**src/rtl/mult_ctrl_ph_pkg.sv**
```systemverilog
// mult_ctrl_ph_pkg -- shared types and constants for the shift-add multiplier
// controller.
//   DEF_WIDTH : default operand width
//   state_t   : controller FSM states
//   cnt_w()   : width of the iteration counter for a given operand width
package mult_ctrl_ph_pkg;

  localparam int DEF_WIDTH = 4;

  typedef enum logic [2:0] {
    S_IDLE,
    S_LOAD,
    S_ADD,
    S_SHIFT,
    S_DONE
  } state_t;

  // The counter must be able to hold WIDTH.
  function automatic int cnt_w(input int w);
    return $clog2(w + 1);
  endfunction

endpackage

```
**src/rtl/mult_ctrl_ph_if.sv**
```systemverilog
// mult_ctrl_ph_if -- bus between the multiplier controller and its user, which
// also owns the low-product shift register.
//   start/mcand/mplier : multiply request
//   busy/done/qph      : status and high half of the product
//   load/sft/ph_low/dpl: strobes and data into the low-product register
//   qpl0               : LSB of the low-product register, fed back
// master = requester / low register owner, slave = controller.
interface mult_ctrl_ph_if #(
  parameter int WIDTH = mult_ctrl_ph_pkg::DEF_WIDTH
);
  logic             start;
  logic [WIDTH-1:0] mcand;
  logic [WIDTH-1:0] mplier;
  logic             qpl0;
  logic             load;
  logic             sft;
  logic             ph_low;
  logic [WIDTH-1:0] dpl;
  logic [WIDTH-1:0] qph;
  logic             busy;
  logic             done;

  modport master (
    output start, mcand, mplier, qpl0,
    input  load, sft, ph_low, dpl, qph, busy, done
  );

  modport slave (
    input  start, mcand, mplier, qpl0,
    output load, sft, ph_low, dpl, qph, busy, done
  );
endinterface

```
**src/rtl/mult_ctrl_ph_add.sv**
```systemverilog
// mult_ph_add -- conditional adder for one shift-add step.
//   a   : running high partial product
//   b   : multiplicand
//   en  : add b when set (current multiplier bit)
//   sum : WIDTH+1-bit result, MSB is the carry out
module mult_ph_add #(
  parameter int WIDTH = mult_ctrl_ph_pkg::DEF_WIDTH
) (
  input  logic [WIDTH-1:0] a,
  input  logic [WIDTH-1:0] b,
  input  logic             en,
  output logic [WIDTH:0]   sum
);
  assign sum = {1'b0, a} + (en ? {1'b0, b} : '0);
endmodule

```
**src/rtl/mult_ctrl_ph.sv**
```systemverilog
// mult_ctrl_ph -- shift-add multiplier controller. Holds the high half of the
// product; the low half lives in an external shift register loaded with the
// multiplier and shifted right once per iteration, its LSB returned on qpl0.
// Ports:
//   clk   : clock, rising edge
//   clr_n : synchronous active-low reset
//   bus   : mult_ctrl_ph_if.slave (request, status, low-register control)
// Build option:
//   MULT_FAST_ADD_SHIFT_EN : add and shift in one state, WIDTH+3 cycles per
//   multiply instead of 2*WIDTH+3.
module mult_ctrl_ph
  import mult_ctrl_ph_pkg::*;
#(
  parameter int WIDTH = DEF_WIDTH
) (
  input  logic            clk,
  input  logic            clr_n,
  mult_ctrl_ph_if.slave   bus
);
  localparam int CW = cnt_w(WIDTH);

  state_t           st, st_nxt;
  logic [WIDTH-1:0] mcand_r, mplier_r, qph_r;
  logic             carry;
  logic [CW-1:0]    cnt;
  logic [WIDTH:0]   sum;
  logic             last;
  logic             load_c, sft_c, ph_low_c, done_c;

  mult_ph_add #(.WIDTH(WIDTH)) u_add (
    .a   (qph_r),
    .b   (mcand_r),
    .en  (bus.qpl0),
    .sum (sum)
  );

  // Counter value during the final iteration's shifting state.
  assign last = (cnt == CW'(WIDTH - 1));

  always_ff @(posedge clk) begin
    if (!clr_n) st <= S_IDLE;
    else        st <= st_nxt;
  end

  always_comb begin
    st_nxt   = st;
    load_c   = 1'b0;
    sft_c    = 1'b0;
    ph_low_c = 1'b0;
    done_c   = 1'b0;
    case (st)
      S_IDLE: if (bus.start) st_nxt = S_LOAD;
      S_LOAD: begin
        load_c = 1'b1;
        st_nxt = S_ADD;
      end
`ifdef MULT_FAST_ADD_SHIFT_EN
      // Merged step: the bit leaving the sum LSB goes straight into the
      // low register, so the add result never needs to be registered whole.
      S_ADD: begin
        sft_c    = 1'b1;
        ph_low_c = sum[0];
        if (last) st_nxt = S_DONE;
      end
`else
      S_ADD: st_nxt = S_SHIFT;
      S_SHIFT: begin
        sft_c    = 1'b1;
        ph_low_c = qph_r[0];
        st_nxt   = last ? S_DONE : S_ADD;
      end
`endif
      S_DONE: begin
        done_c = 1'b1;
        st_nxt = S_IDLE;
      end
      default: st_nxt = S_IDLE;
    endcase
  end

  always_ff @(posedge clk) begin
    if (!clr_n) begin
      mcand_r  <= '0;
      mplier_r <= '0;
      qph_r    <= '0;
      carry    <= 1'b0;
      cnt      <= '0;
    end else begin
      case (st)
        S_IDLE: if (bus.start) begin
          mcand_r  <= bus.mcand;
          mplier_r <= bus.mplier;
          qph_r    <= '0;
          carry    <= 1'b0;
        end
        S_LOAD: cnt <= '0;
`ifdef MULT_FAST_ADD_SHIFT_EN
        S_ADD: begin
          {carry, qph_r} <= {1'b0, sum[WIDTH:1]};
          cnt            <= cnt + 1'b1;
        end
`else
        S_ADD: {carry, qph_r} <= sum;
        // Carry re-enters at the top of the high half.
        S_SHIFT: begin
          {carry, qph_r} <= {1'b0, carry, qph_r[WIDTH-1:1]};
          cnt            <= cnt + 1'b1;
        end
`endif
        default: ;
      endcase
    end
  end

  assign bus.load   = load_c;
  assign bus.sft    = sft_c;
  assign bus.ph_low = ph_low_c;
  assign bus.done   = done_c;
  assign bus.busy   = (st != S_IDLE);
  assign bus.dpl    = mplier_r;
  assign bus.qph    = qph_r;

endmodule
```
**src/flat_wrapper.sv**
```systemverilog
// flat-port wrapper written by rule: the top's interface ports become plain ports
module mult_ctrl_ph_flat import mult_ctrl_ph_pkg::*;
#(
  parameter int WIDTH = DEF_WIDTH
)
  (clk, clr_n, bus_start, bus_mcand, bus_mplier, bus_qpl0, bus_load, bus_sft, bus_ph_low, bus_dpl, bus_qph, bus_busy, bus_done);
  mult_ctrl_ph_if #(.WIDTH(WIDTH)) bus_i ();
  input  logic clk;
  input  logic clr_n;
  input wire logic [$bits(bus_i.start)-1:0] bus_start;
  input wire logic [$bits(bus_i.mcand)-1:0] bus_mcand;
  input wire logic [$bits(bus_i.mplier)-1:0] bus_mplier;
  input wire logic [$bits(bus_i.qpl0)-1:0] bus_qpl0;
  output wire logic [$bits(bus_i.load)-1:0] bus_load;
  output wire logic [$bits(bus_i.sft)-1:0] bus_sft;
  output wire logic [$bits(bus_i.ph_low)-1:0] bus_ph_low;
  output wire logic [$bits(bus_i.dpl)-1:0] bus_dpl;
  output wire logic [$bits(bus_i.qph)-1:0] bus_qph;
  output wire logic [$bits(bus_i.busy)-1:0] bus_busy;
  output wire logic [$bits(bus_i.done)-1:0] bus_done;
  assign bus_i.start = bus_start;
  assign bus_i.mcand = bus_mcand;
  assign bus_i.mplier = bus_mplier;
  assign bus_i.qpl0 = bus_qpl0;
  assign bus_load = bus_i.load;
  assign bus_sft = bus_i.sft;
  assign bus_ph_low = bus_i.ph_low;
  assign bus_dpl = bus_i.dpl;
  assign bus_qph = bus_i.qph;
  assign bus_busy = bus_i.busy;
  assign bus_done = bus_i.done;
  mult_ctrl_ph #(.WIDTH(WIDTH)) u_core (.clk(clk), .clr_n(clr_n), .bus(bus_i));
endmodule
```
**config.mk**
```make
export PLATFORM = sky130hd
export DESIGN_NAME = mult_ctrl_ph_flat
export DESIGN_NICKNAME = d
export VERILOG_FILES = /design/src/rtl/mult_ctrl_ph_pkg.sv /design/src/rtl/mult_ctrl_ph_if.sv /design/src/rtl/mult_ctrl_ph_add.sv /design/src/rtl/mult_ctrl_ph.sv /design/src/flat_wrapper.sv
export SDC_FILE = /design/constraint.sdc
export NUM_CORES = 1
export LEC_CHECK = 0
export CAP_MARGIN = 20
export CORE_UTILIZATION = 43
export DETAILED_ROUTE_END_ITERATION = 8
export GPL_TIMING_DRIVEN = 0
export MAX_ROUTING_LAYER = met4
export PLACE_DENSITY = 0.75
export SLEW_MARGIN = 20
export SYNTH_ARGS = -nofsm -noshare
export SYNTH_HDL_FRONTEND = slang
export SYNTH_SLANG_ARGS = --single-unit
```
**constraint.sdc**
```tcl
create_clock -name clk -period 1.8 [get_ports clk]
set_input_delay 0.54 -clock clk [delete_from_list [all_inputs] [get_ports clk]]
set_output_delay 0.54 -clock clk [all_outputs]
set_load 0.02 [all_outputs]
```
; After elaboration in Yosys (flattened, before gate mapping)
; Index checks and enable logic that the tools add are counted.
; W data, S select, Z words.
[totals]
ff_bits = 19
word_cells = 33
[op_classes]
add_sub_neg = 2
n_eq_ne = 6
n_mux = 13
n_reduce_logical = 6
[ops]
columns = cell, count
row1 = $pmux W3 S4, 1
row2 = $pmux W4 S3, 1
row3 = $eq A3 B2 Y1 const B, 3
row4 = $mux W4, 2
row5 = $mux W3, 2
row6 = $pmux W3 S2, 1
row7 = $reduce_bool A3 Y1, 2
row8 = $add A4 B5 Y5, 1
row9 = $mux W1, 5
row10 = $reduce_and A2 Y1, 2
row11 = $add A3 B1 Y3 const B, 1
row12 = $eq A3 B1 Y1 const B, 1
row13 = $eq A3 B3 Y1 const B, 1
row14 = $logic_not A3 Y1, 1
row15 = $pmux W1 S3, 1
row16 = $ne A2 B2 Y1 const B, 1
row17 = $reduce_bool A2 Y1, 1

; Longest topological paths before layout
; Gate-level depths: netlist of the first run.
[depth]
word_depth = 3
ltp_mapped = 8
depth_no_buf = 8

; Hierarchy
; A second synthesis of the first run with hierarchy kept.
[hier_totals]
hier_cells = 120
area_unflattened_um2 = 1023.5
[modules_own_cells]
columns = module, n_inst, cells_per_inst, area_per_inst_um2, seq_area_each_um2
row1 = mult_ctrl_ph, 1, 100, 864.6, 380.4
row2 = mult_ph_add, 1, 20, 158.9, 0.0

; Worst setup path after synthesis of the first run
; No wires, ideal clock.
[synth_timing]
path_type = in2reg
start = input port bus_qpl0
end = register u_core.qph_r[2] (netlist: u_core.bus.qph[2])
t_arrival_ns = 1.672
required_ns = 1.735
path_slack_ns = 0.063
stages = 8
n_path_buf = 0
path_cell_list = and2_1 > ha_1 > inv_1 > fa_1 > xor2_1 > o21ai_0 > a22oi_1 > nor2b_1
[synth_between]
elab_chain_len = 3
[synth_rtl]
columns = element, line
row1 = from (decl), flat_wrapper.sv:13  ; input wire logic [$bits(bus_i.qpl0)-1:0] bus_qpl0;
row2 = $mux W4, mult_ctrl_ph_add.sv:14  ; assign sum = {1'b0, a} + (en ? {1'b0, b} : '0);
row3 = $add A4 B5 Y5, mult_ctrl_ph_add.sv:14
row4 = $pmux W4 S3, mult_ctrl_ph.sv:89  ; case (st)
row5 = to (signal assigned), mult_ctrl_ph.sv:103  ; S_ADD: {carry, qph_r} <= sum;
row6 = to (signal assigned), mult_ctrl_ph.sv:106  ; {carry, qph_r} <= {1'b0, carry, qph_r[WIDTH-1:1]};
row7 = to (decl), mult_ctrl_ph.sv:23  ; logic [WIDTH-1:0] mcand_r, mplier_r, qph_r;
; No other way between the ends.
; A chain may end at the register's enable or synchronous reset.

; Worst setup path after layout of the first run
[layout_timing]
start = register u_core.st[0]
end = output port bus_ph_low
[layout_between]
elab_chain_len = 2
[layout_rtl]
columns = element, line
row1 = from (decl), mult_ctrl_ph.sv:22  ; state_t st, st_nxt;
row2 = from (signal assigned), mult_ctrl_ph.sv:42  ; else st <= st_nxt;
row3 = $eq A3 B2 Y1, mult_ctrl_ph.sv:51  ; case (st)
row4 = $mux W1, mult_ctrl_ph.sv:51
row5 = to (decl), flat_wrapper.sv:16  ; output wire logic [$bits(bus_i.ph_low)-1:0] bus_ph_low;
; No other way between the ends.

==> flow_summary.json, run 1 <==
{
  "status": "finished clean",
  "tightest_slew_ns": 0.434,
  "synth_top_cell_by_area": "dfxtp_1",
  "synth-xor-area-share": 0.00854,
  "first_pass_iters": 4,
  "crit_type": "reg2out",
  "yosys_warnings": 0,
  "core_area_um2": 2230,
  "fin_nets": 167,
  "gp_congestion": 0.813,
  "clk_latency_ns": 0.29,
  "period_share": 0.979,
  "initial_core_util": 0.459,
  "cts.sinks": 19,
  "htreeDepth": 1,
  "synth_edf_count": 0,
  "multiInputGateArea_um2": 636,
  "numCtsBuffers": 3,
  "holdWs_ns": 0.454,
  "final.fill_count": 227,
  "gr-usage-all-layers": 0.194,
  "ys_ff_latch": 19,
  "routed_via_density": 5.09,
  "synth_top_area_share": 0.371,
  "cpLargestDelayFamily": "flip-flops",
  "tritoncts": "built",
  "crit_arrival_ns": 1.22,
  "yosys-top-cells-count": "24 x nand2_1, 19 x dfxtp_1, 8 x a21boi_1, 7 x nor2b_1, 6 x ha_1",
  "post_route_cells_drive_above_1_share": 0.170,
  "critPathLaunchType": "flip-flop",
  "avgSynthCellArea_um2": 8.62,
  "postCtsHoldBufs": 0,
  "cts_setup_buffers": 0,
  "routed_wl_um": 2250,
  "portBuffers": 24,
  "n_antenna_cell": 0,
  "synth_compound_area_frac": 0.176,
  "grt_max_degree": 12,
  "slew_headroom": 0.710,
  "synth.area.mux_share": 0.0207,
  "max_stage_delay_ns": 0.42,
  "ys.flop_type": "dfxtp_1",
  "die_x_um": 50.8,
  "overflow": 0,
  "syn_to_final_growth_pct": 32.8,
  "setup_viol": 0,
  "grt_pass1_vias": 848,
  "cp_slowest_cell": "dfxtp_4",
  "synth_nets": 138,
  "r2r_cells": 7,
  "cp_num_buf_inv": 1,
  "timing.final.ws_setup_ns": 0.0383,
  "crit_chain": "nor2b_4, and3_1, buf_4",
  "io-pin-count": 25,
  "synth.most_common_cell": "nand2_1",
  "holdPathStages": 2,
  "final-instance-count-excl-fill": 175,
  "drc": 0,
  "synth_seq_area_share": 0.371,
  "cp-end-kind": "output pin",
  "antenna_found_initial": 0,
  "synth-simple-area-share": 0.273,
  "synth.area.top_cells": "dfxtp_1 37%, nand2_1 8.8%, ha_1 7.3%",
  "cp_max_fo": 6,
  "cts_buffer_depth": 2,
  "synth.distinct_cells": 31,
  "grt_pass1_wl_um": 3590,
  "fmax_mhz": 568,
  "clock_skew_ns": 0.00862,
  "wl_per_cell_um": 12.8,
  "drv_cap": 0,
  "layout_min_cycle_time_ns": 1.76,
  "seqCellArea_um2": 385,
  "synth_top_family_by_area": "simple AND/OR/NAND/NOR gates",
  "drv_slew": 0,
  "irDropWorstVdd_mv": 0.426,
  "die_h_um": 50.8,
  "p_per_area_nw_per_um2": 628,
  "hpwl_um": 1610,
  "report.power.total_uw": 856,
  "rows": 17,
  "syn-cell-area_um2": 1030,
  "final_antenna_net_count": 0,
  "syn_inst": 119,
  "clk_pin_slew_ns": 0.11,
  "vias": 891,
  "p_leak_nw": 0.597,
  "cp_num_cells": 3,
  "dp_cells": 171,
  "drtIter0Drc": 7,
  "crit_required_ns": 1.26,
  "rsz0062_at_grt": "yes",
  "synth_async_sr_flop_share": 0,
  "clockRootBuffer": "clkbuf_4",
  "yosys.area_share.adder": 0.0927,
  "hp-class": "reg2reg",
  "die_area_um2": 2590,
  "pre_cts_slack_ns": -0.570,
  "finalHoldViolCount": 0
}
## logic make-up after synthesis
logic type | after synthesis
AOI/OAI and AO/OA | 26
xor gates and xnor gates | 1
adders and majority gates | 7
buffers and inverters | 10
DFF | 19
muxes | 2
and+or+nand+nor | 54
## flip-flops by register name, summed over array words and instances (netlist names)
signal          count
u_core.bus.qph      4
u_core.cnt          3
u_core.st           3
u_core.bus.dpl      4
u_core.carry        1
u_core.mcand_r      4
## layout make-up
| type | instances | share of cell area |
|---|---|---|
| well taps | 28 | 0.0257 |
| inverters | 5 | 0.0138 |
| flip-flops and latches | 19 | 0.283 |
| plain buffers | 5 | 0.0303 |
| multi-input cells | 90 | 0.466 |
| clock inverters | 1 | 0.00367 |
| clock buffers | 3 | 0.0165 |
| repair buffers | 24 | 0.161 |
## worst paths after layout
| path | start | end | slack, ns |
|---|---|---|---|
| max | u_core.st[0] | bus_ph_low | 0.04 |
| max reg2reg | u_core.mcand_r[0] | u_core.bus.qph[1] | 0.24 |
| min reg2reg | u_core.mcand_r[0] | u_core.mcand_r[0] | 0.45 |
| min | u_core.mcand_r[0] | u_core.mcand_r[0] | 0.45 |
## worst reg2reg max path, delay by kind of cell (launching register included)
kind / cells / cell delay [ns]
and+or+nand+nor: 2 / 0.18
buffers and inverters: 1 / 0.06
adders and majority gates: 2 / 0.69
DFF: 1 / 0.33
AOI/OAI and AO/OA: 2 / 0.21
## placed cells by master (no fill, tap or decap), drive strengths merged, types with 2 or more instances in the layout
cell and count:
nand2 24, dfxtp 19, a21boi 12, clkdlybuf4s50 10, buf 9, nor2b 8
dlygate4sd2 7, ha 6, inv 5, and2 5, clkbuf 4, o21ai 4
and3 3, o21bai 3, nand3 3, a22oi 3, nand2b 3, nor2 2
nor3 2, nor3b 2, a21oi 2
## metal layers
metal / global-route usage / routed length [µm] / up-vias
met1: 0.216 / 937 / 415
met4: 0.0694 / 16 / 0
met2: 0.351 / 1220 / 20
met3: 0.0268 / 73 / 2
met5: - / 0 / -
li1: - / - / 454
## stage by stage
step                      TNS (ns)  utilization  area [µm²]
after global routing       -0.0228        0.610        1360
final                            0        0.610        1360
after CTS                        0        0.588        1310
after floorplan                  0            -        1030
after global placement       -2.68        0.583        1300
after detailed placement     -2.91        0.583        1300
## repair_timing
| action | 4_1_cts | 5_1_grt |
|---|---|---|
| pin swaps | 0 | 2 |
| endpoints found under the setup margin | 16 | 9 |
| resized for setup | 35 | 16 |
## where the power goes
group	switching, mW	internal [mW]
combinational	0.0934	0.0911
sequential	0.0173	0.440
clock	0.132	0.0826
Note: power is estimated with default switching activity, not from simulation.
==> run 2, diff against run 1 <==
SETUP_SLACK_MARGIN = 0.15   (was not set)
==> flow_summary.json, run 2 (synthesis results as in run 1) <==
{
  "design_area_um2": 1480,
  "core_area_um2": 2230,
  "max_stage_delay_ns": 0.33,
  "crit_required_ns": 1.26,
  "cp_common_cell": "buf_6",
  "p_comb_frac": 0.239,
  "clockRootBuffer": "clkbuf_4",
  "netSwitchingPower_uw": 254,
  "seq_power_share": 0.514,
  "routed_wl_um": 2440,
  "drtIter0Drc": 11,
  "first_pass_iters": 4,
  "cts.sinks": 19,
  "p_int_uw": 634,
  "cp_max_fo": 4,
  "wl_per_cell_um": 13.2,
  "drv_slew": 0,
  "htreeDepth": 1,
  "syn_to_final_growth_pct": 43.9,
  "rsz0062_at_grt": "yes",
  "numCtsBuffers": 3,
  "layout_common_cells": "24 x nand2_1, 14 x dfxtp_1, 11 x buf_4",
  "crit_arrival_ns": 1.26,
  "p_leak_nw": 0.640,
  "tritoncts": "built",
  "period_share": 0.999,
  "grt_pass1_wl_um": 4090,
  "gp_congestion": 0.798,
  "rows": 17,
  "p_sw_frac": 0.286,
  "cp_num_buf_inv": 3,
  "io-pin-count": 25,
  "holdWs_ns": 0.460,
  "clkPwrFrac": 0.247,
  "setup_tns_ns": 0,
  "pre_cts_slack_ns": -0.506,
  "clock_skew_ns": 0.000655,
  "portBuffers": 24,
  "p_per_area_nw_per_um2": 602,
  "clk_pin_slew_ns": 0.11,
  "antenna_found_initial": 0,
  "overflow": 0,
  "dpl_cell_area_um2": 1320,
  "finalHoldViolCount": 0,
  "clk_latency_ns": 0.30,
  "cp_slowest_cell": "dfxtp_2",
  "drc": 0,
  "fin_nets": 177,
  "gr-usage-all-layers": 0.221,
  "fmax_mhz": 556,
  "hp-class": "reg2reg",
  "grt_max_degree": 12,
  "critPathLaunchType": "flip-flop",
  "routed_via_density": 5.19,
  "layout_min_cycle_time_ns": 1.80,
  "final_common_cell": "nand2_1",
  "die_area_um2": 2590,
  "final.fill_count": 187,
  "cp-end-kind": "output pin",
  "final_antenna_net_count": 0,
  "cts_buffer_depth": 2,
  "irDropWorstVdd_mv": 0.469,
  "die_h_um": 50.8,
  "post_route_cells_drive_above_1_share": 0.280,
  "die_x_um": 50.8,
  "n_antenna_cell": 0,
  "crit_chain": "buf_6, nor2b_4, buf_6, and3_4, buf_6",
  "grt_pass1_vias": 940,
  "slew_headroom": 0.777,
  "vias": 960,
  "setup_viol": 0,
  "cpLargestDelayFamily": "buffers and inverters",
  "status": "finished clean",
  "timing.final.ws_setup_ns": 0.00128,
  "hpwl_um": 1670,
  "tightest_slew_ns": 0.333,
  "initial_core_util": 0.459,
  "drv_cap": 0,
  "crit_type": "reg2out"
}
==> run 2: cell types whose count changed in the layout (fill, tap and decap cells not counted), moves of 2 or more <==
cell | previous run | this run
dfxtp_1 | 17 | 14
dfxtp_2 | 1 | 3
buf_4 | 6 | 11
clkbuf_2 | 0 | 2
buf_6 | 2 | 9
==> run 2: repair_timing <==
| item | 4_1_cts | 5_1_grt |
|---|---|---|
| gates resized for setup | 52 | 16 |
| hold buffers | 0 | 0 |
| setup endpoints to repair | 18 | 14 |
| buffers inserted | 9 | 1 |
| pin swaps | 2 | 6 |
==> run 2: stage by stage <==
step	util	total power, mW	std cells
2_1_floorplan	-	0.571	119
3_3_place_gp	0.590	0.646	171
3_5_place_dp	0.590	0.651	171
4_1_cts	0.645	0.880	184
5_1_grt	0.661	0.934	185
6_report	0.661	0.888	185
==> run 2: area by class of cell <==
cell class              count  area, µm²  area share
plain buffers               5       50.0      0.0339
clock buffers               3       22.5      0.0153
clock inverters             1       5.00     0.00339
inverters                   5       18.8      0.0127
multi-input cells          90        647       0.438
flip-flops and latches     19        392       0.265
well taps                  28       35.0      0.0237
repair buffers             34        307       0.208
==> run 2: metal layers <==
metal / GRT usage / share of wire / wire (µm) / vias up
met5: - / 0 / 0 / -
met4: 0.0926 / 0.023 / 55 / 0
met3: 0.0417 / 0.037 / 91 / 9
met2: 0.373 / 0.50 / 1210 / 27
met1: 0.256 / 0.44 / 1080 / 443
li1: - / - / - / 481
==> run 2: final timing paths <==
path / cells past startpoint / startpoint / slack, ns / end
setup / recovery: 5 / u_core.st[2] / 0.001 / bus_ph_low
hold / removal: 2 / u_core.mcand_r[2] / 0.46 / u_core.mcand_r[2]
hold reg to reg: 2 / u_core.mcand_r[2] / 0.46 / u_core.mcand_r[2]
setup reg to reg: 8 / u_core.mcand_r[0] / 0.22 / u_core.bus.qph[2]
==> run 2: power groups by stage <==
stage	Sequential, mW	Combinational, mW	Clock, mW
floorplan	0.472	0.0995	0
global placement	0.464	0.182	0
detailed placement	0.465	0.185	0
CTS	0.456	0.201	0.223
global route	0.459	0.232	0.242
finish	0.456	0.213	0.219
==> run 2: worst register-to-register path: cells and delay by family, from the launching register on <==
kind                     cells  cell delay (ns)
AO/OA/AOI/OAI                2             0.23
AND/OR/NAND/NOR              2             0.21
XOR/XNOR                     1             0.15
adder cells (fa/ha/maj)      2             0.51
flip-flops                   1             0.34
buffers and inverters        1             0.04
==> run 3, diff against run 2 <==
PLACE_DENSITY = 0.74   (was 0.75)
==> flow_summary.json, run 3 (synthesis results as in run 1) <==
{
  "clk_latency_ns": 0.30,
  "cp-end-kind": "output pin",
  "final_common_cell": "nand2_1",
  "cts_buffer_depth": 2,
  "drv_slew": 0,
  "gr-usage-all-layers": 0.225,
  "clk_pin_slew_ns": 0.11,
  "wl_per_cell_um": 13.8,
  "cp_max_fo": 4,
  "gp_congestion": 0.862,
  "htreeDepth": 1,
  "layout_common_cells": "23 x nand2_1, 14 x dfxtp_1, 11 x buf_4",
  "clkPwrFrac": 0.239,
  "grt_max_degree": 11,
  "final_antenna_net_count": 0,
  "cts.sinks": 19,
  "first_pass_iters": 6,
  "initial_core_util": 0.459,
  "drc": 0,
  "numCtsBuffers": 3,
  "irDropWorstVdd_mv": 0.403,
  "die_x_um": 50.8,
  "layout_min_cycle_time_ns": 1.81,
  "rows": 17,
  "crit_required_ns": 1.26,
  "die_h_um": 50.8,
  "p_comb_frac": 0.261,
  "grt_pass1_wl_um": 4150,
  "clockRootBuffer": "clkbuf_4",
  "period_share": 1.00,
  "violations": "setup timing",
  "timing.final.ws_setup_ns": -0.00829,
  "antenna_found_initial": 0,
  "seq_power_share": 0.500,
  "p_per_area_nw_per_um2": 596,
  "hp-class": "reg2reg",
  "pre_cts_slack_ns": -0.519,
  "grt_pass1_vias": 928,
  "crit_type": "reg2out",
  "postCtsHoldBufs": 0,
  "clock_skew_ns": 0.00263,
  "crit_arrival_ns": 1.27,
  "design_area_um2": 1530,
  "n_antenna_cell": 0,
  "io-pin-count": 25,
  "syn_to_final_growth_pct": 49.5,
  "fmax_mhz": 553,
  "postLayoutCoreUtil": 0.687,
  "finalHoldViolCount": 0,
  "netSwitchingPower_uw": 261,
  "overflow": 0,
  "drtIter0Drc": 31,
  "fin_nets": 180,
  "vias": 971,
  "critPathLaunchType": "flip-flop",
  "hpwl_um": 1630,
  "routed_via_density": 5.16,
  "slew_headroom": 0.739,
  "final.fill_count": 190,
  "tritoncts": "built",
  "rsz0062_at_grt": "yes",
  "die_area_um2": 2590,
  "drv_cap": 0,
  "post_route_cells_drive_above_1_share": 0.300,
  "portBuffers": 24,
  "p_sw_frac": 0.286,
  "core_area_um2": 2230,
  "dpl_cell_area_um2": 1320,
  "status": "complete, but fails checks",
  "p_int_uw": 653,
  "routed_wl_um": 2600,
  "p_leak_nw": 0.661,
  "setup_tns_ns": -0.0160,
  "report.power.total_uw": 914,
  "tightest_slew_ns": 0.391,
  "setup_viol": 2
}
run 3: layout make-up:
type	instances	area, µm²	area share
well taps	28	35.0	0.0228
clock buffers	4	26.3	0.0171
multi-input cells	90	663	0.432
flip-flops and latches	19	392	0.255
plain buffers	5	48.8	0.0318
repair buffers	37	350	0.228
inverters	5	18.8	0.0122
run 3: power groups by stage:
stage	logic [mW]	registers [mW]	clock network, mW
3_3_place_gp	0.181	0.464	0
3_5_place_dp	0.185	0.465	0
5_1_grt	0.257	0.459	0.248
4_1_cts	0.210	0.457	0.224
6_report	0.239	0.457	0.218
2_1_floorplan	0.0995	0.472	0
run 3: metrics by stage:
step | std cells | hold WS [ns]
floorplan | 119 | 0.430
CTS | 183 | 0.462
detailed placement | 171 | 0.441
finish | 188 | 0.459
global route | 188 | 0.482
global placement | 171 | 0.440
run 3: routing by layer:
| metal | vias to the layer above | track usage | share of wire |
|---|---|---|---|
| met3 | 5 | 0.0357 | 0.034 |
| li1 | 482 | - | - |
| met5 | - | - | 0 |
| met1 | 455 | 0.242 | 0.43 |
| met4 | 0 | 0.0741 | 0.015 |
| met2 | 29 | 0.420 | 0.52 |
run 3: critical path: stages (launching register included):
cell and delay [ns]:
dfxtp_2 0.34, buf_6 0.12, nor2b_4 0.13, buf_4 0.12, and2_4 0.15, buf_6 0.11
run 3: path summary, 6_finish.rpt:
| check | cells after the start | endpoint | from | slack (ns) |
|---|---|---|---|---|
| worst min-delay path | 2 | u_core.bus.dpl[3] | u_core.bus.dpl[3] | 0.46 |
| worst max register to register | 7 | u_core.bus.qph[1] | u_core.mcand_r[0] | 0.26 |
| worst max-delay path | 5 | bus_sft | u_core.st[2] | -0.008 |
| worst min register to register | 2 | u_core.bus.dpl[3] | u_core.bus.dpl[3] | 0.46 |
run 3: repair_timing:
item                       4_1_cts  5_1_grt
setup endpoints to repair       18        9
hold endpoints to repair         0        0
pin swaps                        4        4
setup buffers                    8        5
gates cloned                     0        0
resized for setup               57       10
